===== config.mk =====
export PLATFORM = sky130hd
export DESIGN_NAME = alu_seq_ctrl
export DESIGN_NICKNAME = d
export VERILOG_FILES = /design/src/rtl/alu_ctrl_pkg.sv /design/src/rtl/alu_4_bit.sv /design/src/rtl/alu_seq_ctrl.sv
export SDC_FILE = /design/constraint.sdc
export NUM_CORES = 1
export LEC_CHECK = 0
export ABC_CLOCK_PERIOD_IN_PS = 5180
export BUFFER_PORTS_ARGS = -buffer_cell sky130_fd_sc_hd__buf_2
export CAP_MARGIN = 20
export CORE_ASPECT_RATIO = 0.7
export CORE_MARGIN = 5
export CORE_UTILIZATION = 58
export DETAILED_ROUTE_END_ITERATION = 8
export PLACE_DENSITY = 0.87
export SLEW_MARGIN = 20
export SYNTH_ARGS = -nofsm -noshare
export SYNTH_HDL_FRONTEND = slang
export SYNTH_HIERARCHICAL = 1
export SYNTH_SLANG_ARGS = --single-unit

===== constraint.sdc =====
create_clock -name CLK -period 5.18 [get_ports CLK]
set_clock_uncertainty 0.05 [all_clocks]
set_input_delay 0.259 -clock CLK [delete_from_list [all_inputs] [get_ports CLK]]
set_output_delay 0.259 -clock CLK [all_outputs]
set_load 0.02 [all_outputs]

===== src/rtl/alu_ctrl_pkg.sv =====
// Shared encodings for the ALU sequencer: commands, FSM states, ALU operation
// codes and the command-to-ALU-control mapping.
package alu_ctrl_pkg;

  typedef enum logic [2:0] {
    CMD_AND = 3'd0,
    CMD_OR  = 3'd1,
    CMD_ADD = 3'd2,
    CMD_SUB = 3'd3,
    CMD_SLT = 3'd4,
    CMD_NOR = 3'd5,
    CMD_MUL = 3'd6,
    CMD_DIV = 3'd7
  } cmd_e;

  typedef enum logic [2:0] {
    ST_IDLE = 3'd0,
    ST_EXEC = 3'd1,
    ST_MUL  = 3'd2,
    ST_DIV  = 3'd3,
    ST_FIN  = 3'd4
  } state_e;

  localparam logic [1:0] OPR_AND     = 2'd0;
  localparam logic [1:0] OPR_OR      = 2'd1;
  localparam logic [1:0] OPR_ADD_SUB = 2'd2;
  localparam logic [1:0] OPR_SLT     = 2'd3;

  typedef struct packed {
    logic       ainv;
    logic       bneg;
    logic [1:0] opr;
  } alu_ctl_t;

  // MUL/DIV never use this mapping directly; they fall back to AND.
  function automatic alu_ctl_t cmd_to_ctl(input cmd_e cmd);
    alu_ctl_t ctl;
    ctl = '{ainv: 1'b0, bneg: 1'b0, opr: OPR_AND};
    case (cmd)
      CMD_OR:  ctl.opr = OPR_OR;
      CMD_ADD: ctl.opr = OPR_ADD_SUB;
      CMD_SUB: begin ctl.bneg = 1'b1; ctl.opr = OPR_ADD_SUB; end
      CMD_SLT: begin ctl.bneg = 1'b1; ctl.opr = OPR_SLT;     end
      CMD_NOR: begin ctl.ainv = 1'b1; ctl.bneg = 1'b1;       end
      default: ;
    endcase
    return ctl;
  endfunction

endpackage


===== src/rtl/alu_4_bit.sv =====
// 4-bit ripple ALU: optional A inversion, B negation (carry-in = BNEG),
// and AND / OR / ADD / SLT result selection.
module alu_4_bit
  import alu_ctrl_pkg::*;
(
  input  logic [3:0] i_a,
  input  logic [3:0] i_b,
  input  logic       i_ainv,
  input  logic       i_bneg,
  input  logic [1:0] i_opr,
  output logic [3:0] o_result,
  output logic       o_overflow,
  output logic       o_cout
);

  logic [3:0] w_a;
  logic [3:0] w_b;
  logic [3:0] w_sum;
  logic [4:0] w_carry;
  logic       w_set;

  assign w_carry[0] = i_bneg;

  generate
    for (genvar gi = 0; gi < 4; gi++) begin : g_bit
      assign w_a[gi]         = i_a[gi] ^ i_ainv;
      assign w_b[gi]         = i_b[gi] ^ i_bneg;
      assign w_sum[gi]       = w_a[gi] ^ w_b[gi] ^ w_carry[gi];
      assign w_carry[gi + 1] = (w_a[gi] & w_b[gi]) | (w_carry[gi] & (w_a[gi] ^ w_b[gi]));
    end
  endgenerate

  assign o_overflow = w_carry[3] ^ w_carry[4];
  assign o_cout     = w_carry[4];
  // Sign of the true difference, corrected for overflow.
  assign w_set      = w_sum[3] ^ o_overflow;

  always_comb begin
    o_result = w_a & w_b;
    case (i_opr)
      OPR_OR:      o_result = w_a | w_b;
      OPR_ADD_SUB: o_result = w_sum;
      OPR_SLT:     o_result = {3'b000, w_set};
      default:     o_result = w_a & w_b;
    endcase
  end

endmodule


===== src/rtl/alu_seq_ctrl.sv =====
// Command sequencer around one alu_4_bit: single-pass logic/arith ops plus
// iterative shift-add multiply and restoring divide.
module alu_seq_ctrl
  import alu_ctrl_pkg::*;
#(
  parameter int ITER = 4
) (
  input  logic       CLK,
  input  logic       RESET,
  input  logic       START,
  input  logic [2:0] CMD,
  input  logic [3:0] OPA,
  input  logic [3:0] OPB,
  output logic       READY,
  output logic       DONE,
  output logic [3:0] RES_LO,
  output logic [3:0] RES_HI,
  output logic       ZERO,
  output logic       OVERFLOW,
  output logic       COUT,
  output logic       DIV0
);

  localparam int CW = $clog2(ITER);

  state_e      r_state;
  state_e      w_state_next;
  cmd_e        r_cmd;
  logic [3:0]  r_opa;
  logic [3:0]  r_opb;
  logic [3:0]  r_hi;
  logic [3:0]  r_lo;
  logic [CW-1:0] r_iter;
  logic [3:0]  r_res_lo;
  logic [3:0]  r_res_hi;
  logic        r_zero;
  logic        r_ovf;
  logic        r_cout;
  logic        r_div0;

  alu_ctl_t    w_ctl;
  logic [3:0]  w_alu_a;
  logic [3:0]  w_alu_b;
  logic [3:0]  w_alu_result;
  logic        w_alu_ovf;
  logic        w_alu_cout;
  logic        w_last;
  logic [3:0]  w_div_t;
  logic        w_div_sub;
  logic [3:0]  w_div_r_next;
  logic [3:0]  w_div_q_next;
  logic [7:0]  w_mul_p_next;

  assign w_last  = (r_iter == CW'(ITER - 1));
  assign w_div_t = {r_hi[2:0], r_lo[3]};

  // ALU operand/control steering; r_hi/r_lo hold P in MUL and R/Q in DIV.
  always_comb begin
    w_alu_a = r_opa;
    w_alu_b = r_opb;
    w_ctl   = cmd_to_ctl(r_cmd);
    case (r_state)
      ST_MUL: begin
        w_alu_a = r_hi;
        w_ctl   = cmd_to_ctl(CMD_ADD);
      end
      ST_DIV: begin
        w_alu_a = w_div_t;
        w_ctl   = cmd_to_ctl(CMD_SUB);
      end
      default: ;
    endcase
  end

  alu_4_bit u_alu (
    .i_a        (w_alu_a),
    .i_b        (w_alu_b),
    .i_ainv     (w_ctl.ainv),
    .i_bneg     (w_ctl.bneg),
    .i_opr      (w_ctl.opr),
    .o_result   (w_alu_result),
    .o_overflow (w_alu_ovf),
    .o_cout     (w_alu_cout)
  );

  assign w_mul_p_next = r_lo[0] ? {w_alu_cout, w_alu_result, r_lo[3:1]}
                                : {1'b0, r_hi, r_lo[3:1]};
  // A set R[3] means the 5-bit partial remainder already exceeds any divisor.
  assign w_div_sub    = r_hi[3] | w_alu_cout;
  assign w_div_r_next = w_div_sub ? w_alu_result : w_div_t;
  assign w_div_q_next = {r_lo[2:0], w_div_sub};

  always_comb begin
    w_state_next = r_state;
    case (r_state)
      ST_IDLE: begin
        if (START) begin
          case (cmd_e'(CMD))
            CMD_MUL: w_state_next = ST_MUL;
            CMD_DIV: w_state_next = (OPB == 4'd0) ? ST_EXEC : ST_DIV;
            default: w_state_next = ST_EXEC;
          endcase
        end
      end
      ST_EXEC: w_state_next = ST_FIN;
      ST_MUL,
      ST_DIV:  if (w_last) w_state_next = ST_FIN;
      ST_FIN:  w_state_next = ST_IDLE;
      default: w_state_next = ST_IDLE;
    endcase
  end

  always_ff @(posedge CLK or posedge RESET) begin
    if (RESET) begin
      r_state  <= ST_IDLE;
      r_cmd    <= CMD_AND;
      r_opa    <= '0;
      r_opb    <= '0;
      r_hi     <= '0;
      r_lo     <= '0;
      r_iter   <= '0;
      r_res_lo <= '0;
      r_res_hi <= '0;
      r_zero   <= 1'b0;
      r_ovf    <= 1'b0;
      r_cout   <= 1'b0;
      r_div0   <= 1'b0;
    end else begin
      r_state <= w_state_next;
      case (r_state)
        ST_IDLE: begin
          if (START) begin
            r_cmd  <= cmd_e'(CMD);
            r_opa  <= OPA;
            r_opb  <= OPB;
            r_hi   <= '0;
            r_lo   <= OPA;
            r_iter <= '0;
          end
        end
        ST_EXEC: begin
          // DIV only reaches EXEC with a zero divisor.
          if (r_cmd == CMD_DIV) begin
            r_res_lo <= 4'hF;
            r_res_hi <= r_opa;
            r_zero   <= 1'b0;
            r_ovf    <= 1'b0;
            r_cout   <= 1'b0;
            r_div0   <= 1'b1;
          end else begin
            r_res_lo <= w_alu_result;
            r_res_hi <= 4'd0;
            r_zero   <= (w_alu_result == 4'd0);
            r_ovf    <= w_alu_ovf;
            r_cout   <= w_alu_cout;
            r_div0   <= 1'b0;
          end
        end
        ST_MUL: begin
          {r_hi, r_lo} <= w_mul_p_next;
          r_iter       <= r_iter + 1'b1;
          if (w_last) begin
            r_res_hi <= w_mul_p_next[7:4];
            r_res_lo <= w_mul_p_next[3:0];
            r_zero   <= (w_mul_p_next == 8'd0);
            r_ovf    <= 1'b0;
            r_cout   <= 1'b0;
            r_div0   <= 1'b0;
          end
        end
        ST_DIV: begin
          r_hi   <= w_div_r_next;
          r_lo   <= w_div_q_next;
          r_iter <= r_iter + 1'b1;
          if (w_last) begin
            r_res_hi <= w_div_r_next;
            r_res_lo <= w_div_q_next;
            r_zero   <= (w_div_q_next == 4'd0);
            r_ovf    <= 1'b0;
            r_cout   <= 1'b0;
            r_div0   <= 1'b0;
          end
        end
        default: ;
      endcase
    end
  end

  assign READY    = (r_state == ST_IDLE);
  assign DONE     = (r_state == ST_FIN);
  assign RES_LO   = r_res_lo;
  assign RES_HI   = r_res_hi;
  assign ZERO     = r_zero;
  assign OVERFLOW = r_ovf;
  assign COUT     = r_cout;
  assign DIV0     = r_div0;

endmodule

==> impl_metrics.env <==
export IMPL_ys_async_sr_fraction_pct=100
export IMPL_cp_end_kind="flop"
export IMPL_cpPeakStageDelay_ns=0.61
export IMPL_rsz0062_at_grt="no"
export IMPL_cts_sinks=36
export IMPL_final_nets=298
export IMPL_path_clk_slew_ns=0.08
export IMPL_clockRootBuffer="clkbuf_8"
export IMPL_grt_ovfl_total=0
export IMPL_yosysWarningCount=6
export IMPL_num_rows=19
export IMPL_cts_hold_fix_buffers=0
export IMPL_h_tree_depth=2
export IMPL_area_growth_pct=10.4
export IMPL_vias=1944
export IMPL_r2r_cells=16
export IMPL_synth_area_top_cells="dfrtp_1 (39%), o21ai_0 (5.8%), mux2_2 (5.3%)"
export IMPL_syn_cell_area_mm2=0.00232
export IMPL_grt_use_total_pct=21.6
export IMPL_grt_max_degree=37
export IMPL_min_period_over_period_pct=83.7
export IMPL_yosys_most_used_dff="dfrtp_1"
export IMPL_final_util_pct=65.6
export IMPL_die_h_um=62.9
export IMPL_cts_tree="done"
export IMPL_startpoint_type="flop"
export IMPL_ys_types=49
export IMPL_r2r_slack_ns=0.84
export IMPL_cp_required_ns=5.35
export IMPL_avgSynthCellArea_um2=9.38
export IMPL_grt_pass1_wl_um=9000
export IMPL_synth_top_cells_by_count="dfrtp_1 (36), o21ai_0 (27), nand2_1 (25)"
export IMPL_portBuffers=27
export IMPL_yosys_area_top_type="dfrtp_1"
export IMPL_syn_inst=247
export IMPL_cpMaxStageDelayCell="nor3b_1"
export IMPL_syn_nets=274
export IMPL_yosysTopAreaCellShare_pct=38.9
export IMPL_path_max_fanout=12
export IMPL_dieArea_mm2=0.00538
export IMPL_hold_violations=0
export IMPL_grt_pass1_vias=1838
export IMPL_synth_edf_count=0
export IMPL_max_freq_mhz=231
export IMPL_postCtsSetupRepairBufs=0
export IMPL_dr_pass1_iters=5
export IMPL_crit_type="flop to flop"
export IMPL_antenna_found_initial=0
export IMPL_numCtsBuffers=5
export IMPL_drt_iter0_markers=252
export IMPL_fin_crit_ns=4.34
export IMPL_ys_seq_elements=36
export IMPL_cts_resized=0
export IMPL_status="finished, final reports clean"
export IMPL_initial_utilization_pct=59.4
export IMPL_place_congestion=0.963
export IMPL_die_w_um=85.5
export IMPL_path_cells="nor2b_1 -> buf_4 -> nor3b_1 -> xnor2_1 -> a21oi_1 -> fa_1 -> inv_1 -> fa_1 -> inv_1 -> fa_1 -> inv_1 -> mux4_2 -> nor4_1 -> o2bb2ai_1 -> nand4_1 -> a41oi_2"
export IMPL_fin_hold_ws_ns=0.00404
export IMPL_post_drt_wl_per_cell_um=16.6
export IMPL_cts_buffer_depth=2
export IMPL_relSlewSlack_pct=27.1
export IMPL_ant_nets=0
export IMPL_r2r_start="r_state[1]"
export IMPL_insertion_delay_ns=0.30
export IMPL_coreArea_mm2=0.00390
export IMPL_viasPerCell=6.00
export IMPL_drc=0
export IMPL_yosysMostFrequentCell="dfrtp_1"
export IMPL_max_cap_violations=0
export IMPL_hp_class="input port to async pin"
export IMPL_cp_data_arrival_time_ns=4.51
export IMPL_setup_viol=0
export IMPL_dp_hpwl_um=4070
export IMPL_pin_count=28
export IMPL_r2r_end="ZERO"
export IMPL_slew_viol_final=0
export IMPL_drt_total_wl_um=5390
export IMPL_yosysSeqAreaShare_pct=38.9
export IMPL_drive_gt1_share_pct=19.9
export IMPL_setup_tns_ns=0
export IMPL_diodes=0
export IMPL_tightest_slew_ns=1.09
[cell usage in the layout, fill, tap and decap left out, drive strengths merged, types with 2 or more instances in the layout]
cell,instances
dfrtp,36
buf,31
o21ai,27
nand2,25
inv,20
nor2,13
a21oi,13
mux2,11
mux2i,10
ha,9
xor2,7
nor2b,6
clkbuf,5
xnor2,4
fa,4
clkinv,4
a211oi,3
a311o,3
nand3,3
a22o,3
nor3,3
nand2b,2
and3,2
o211ai,2
a31oi,2
nor3b,2
nand3b,2
[kinds of logic after synthesis]
kind of cell               Yosys count  share of synthesized area, %
muxes                               22                          10.6
and+or+nand+nor                     66                          13.9
buffers and inverters               35                          6.70
DFF                                 36                          38.9
adders and majority gates           13                          8.32
AOI/OAI and AO/OA                   64                          17.4
xor gates and xnor gates            11                          4.16
[per-layer routing]
layer	global-route usage (%)	wire, um	share of wire (%)
met1	31.6	2490	46
met4	8.10	68	1.3
met5	0	0	0
met3	5.93	540	10
met2	30.1	2290	42
[worst max-delay path by stage]
stage	startpoint	endpoint	slack (ns)
final	r_state[1]	ZERO	0.84
after global placement	r_state[2]	ZERO	1.08
after detailed placement	r_state[1]	ZERO	0.93
after floorplan	r_state[1]	ZERO	1.22
after global routing	r_state[1]	RES_HI[3]	0.53
after CTS	r_state[1]	ZERO	0.90
[registers in the layout, indices dropped and copies added (netlist names)]
signal and count:
OVERFLOW 1, r_cmd 3, r_opa 4, RES_LO 4, r_opb 4, r_hi 4, r_state 3, DIV0 1
COUT 1, r_iter 2, ZERO 1, r_lo 4, RES_HI 4
[metrics by stage]
stage / area (um^2) / setup WS, ns / cells
after floorplan: 2320 / 1.22 / 247
after global placement: 2470 / 1.08 / 316
after detailed placement: 2470 / 0.926 / 316
after CTS: 2560 / 0.904 / 324
after global routing: 2560 / 0.527 / 324
final: 2560 / 0.843 / 324
[final cells by class]
cell class                      count  area, um^2
Clock buffer                        5        68.8
Sequential cell                    36         901
Multi-Input combinational cell    176        1260
Tap cell                           52        65.1
Clock inverter                      3        18.8
Timing Repair Buffer               31         165
Fill cell                         342        1340
Inverter                           21        78.8
[worst max-delay path, delay by kind of cell, from the launching register on]
kind | cells | cell delay (ns)
compound gates | 3 | 0.58
xor+xnor | 1 | 0.24
fa+ha+maj | 3 | 0.80
buf+inv | 4 | 0.38
flops | 1 | 0.44
mux | 1 | 0.50
simple gates | 4 | 1.27
Power is not shown: default switching activity piles up to over one toggle a cycle in this logic, so the estimate is an artifact.
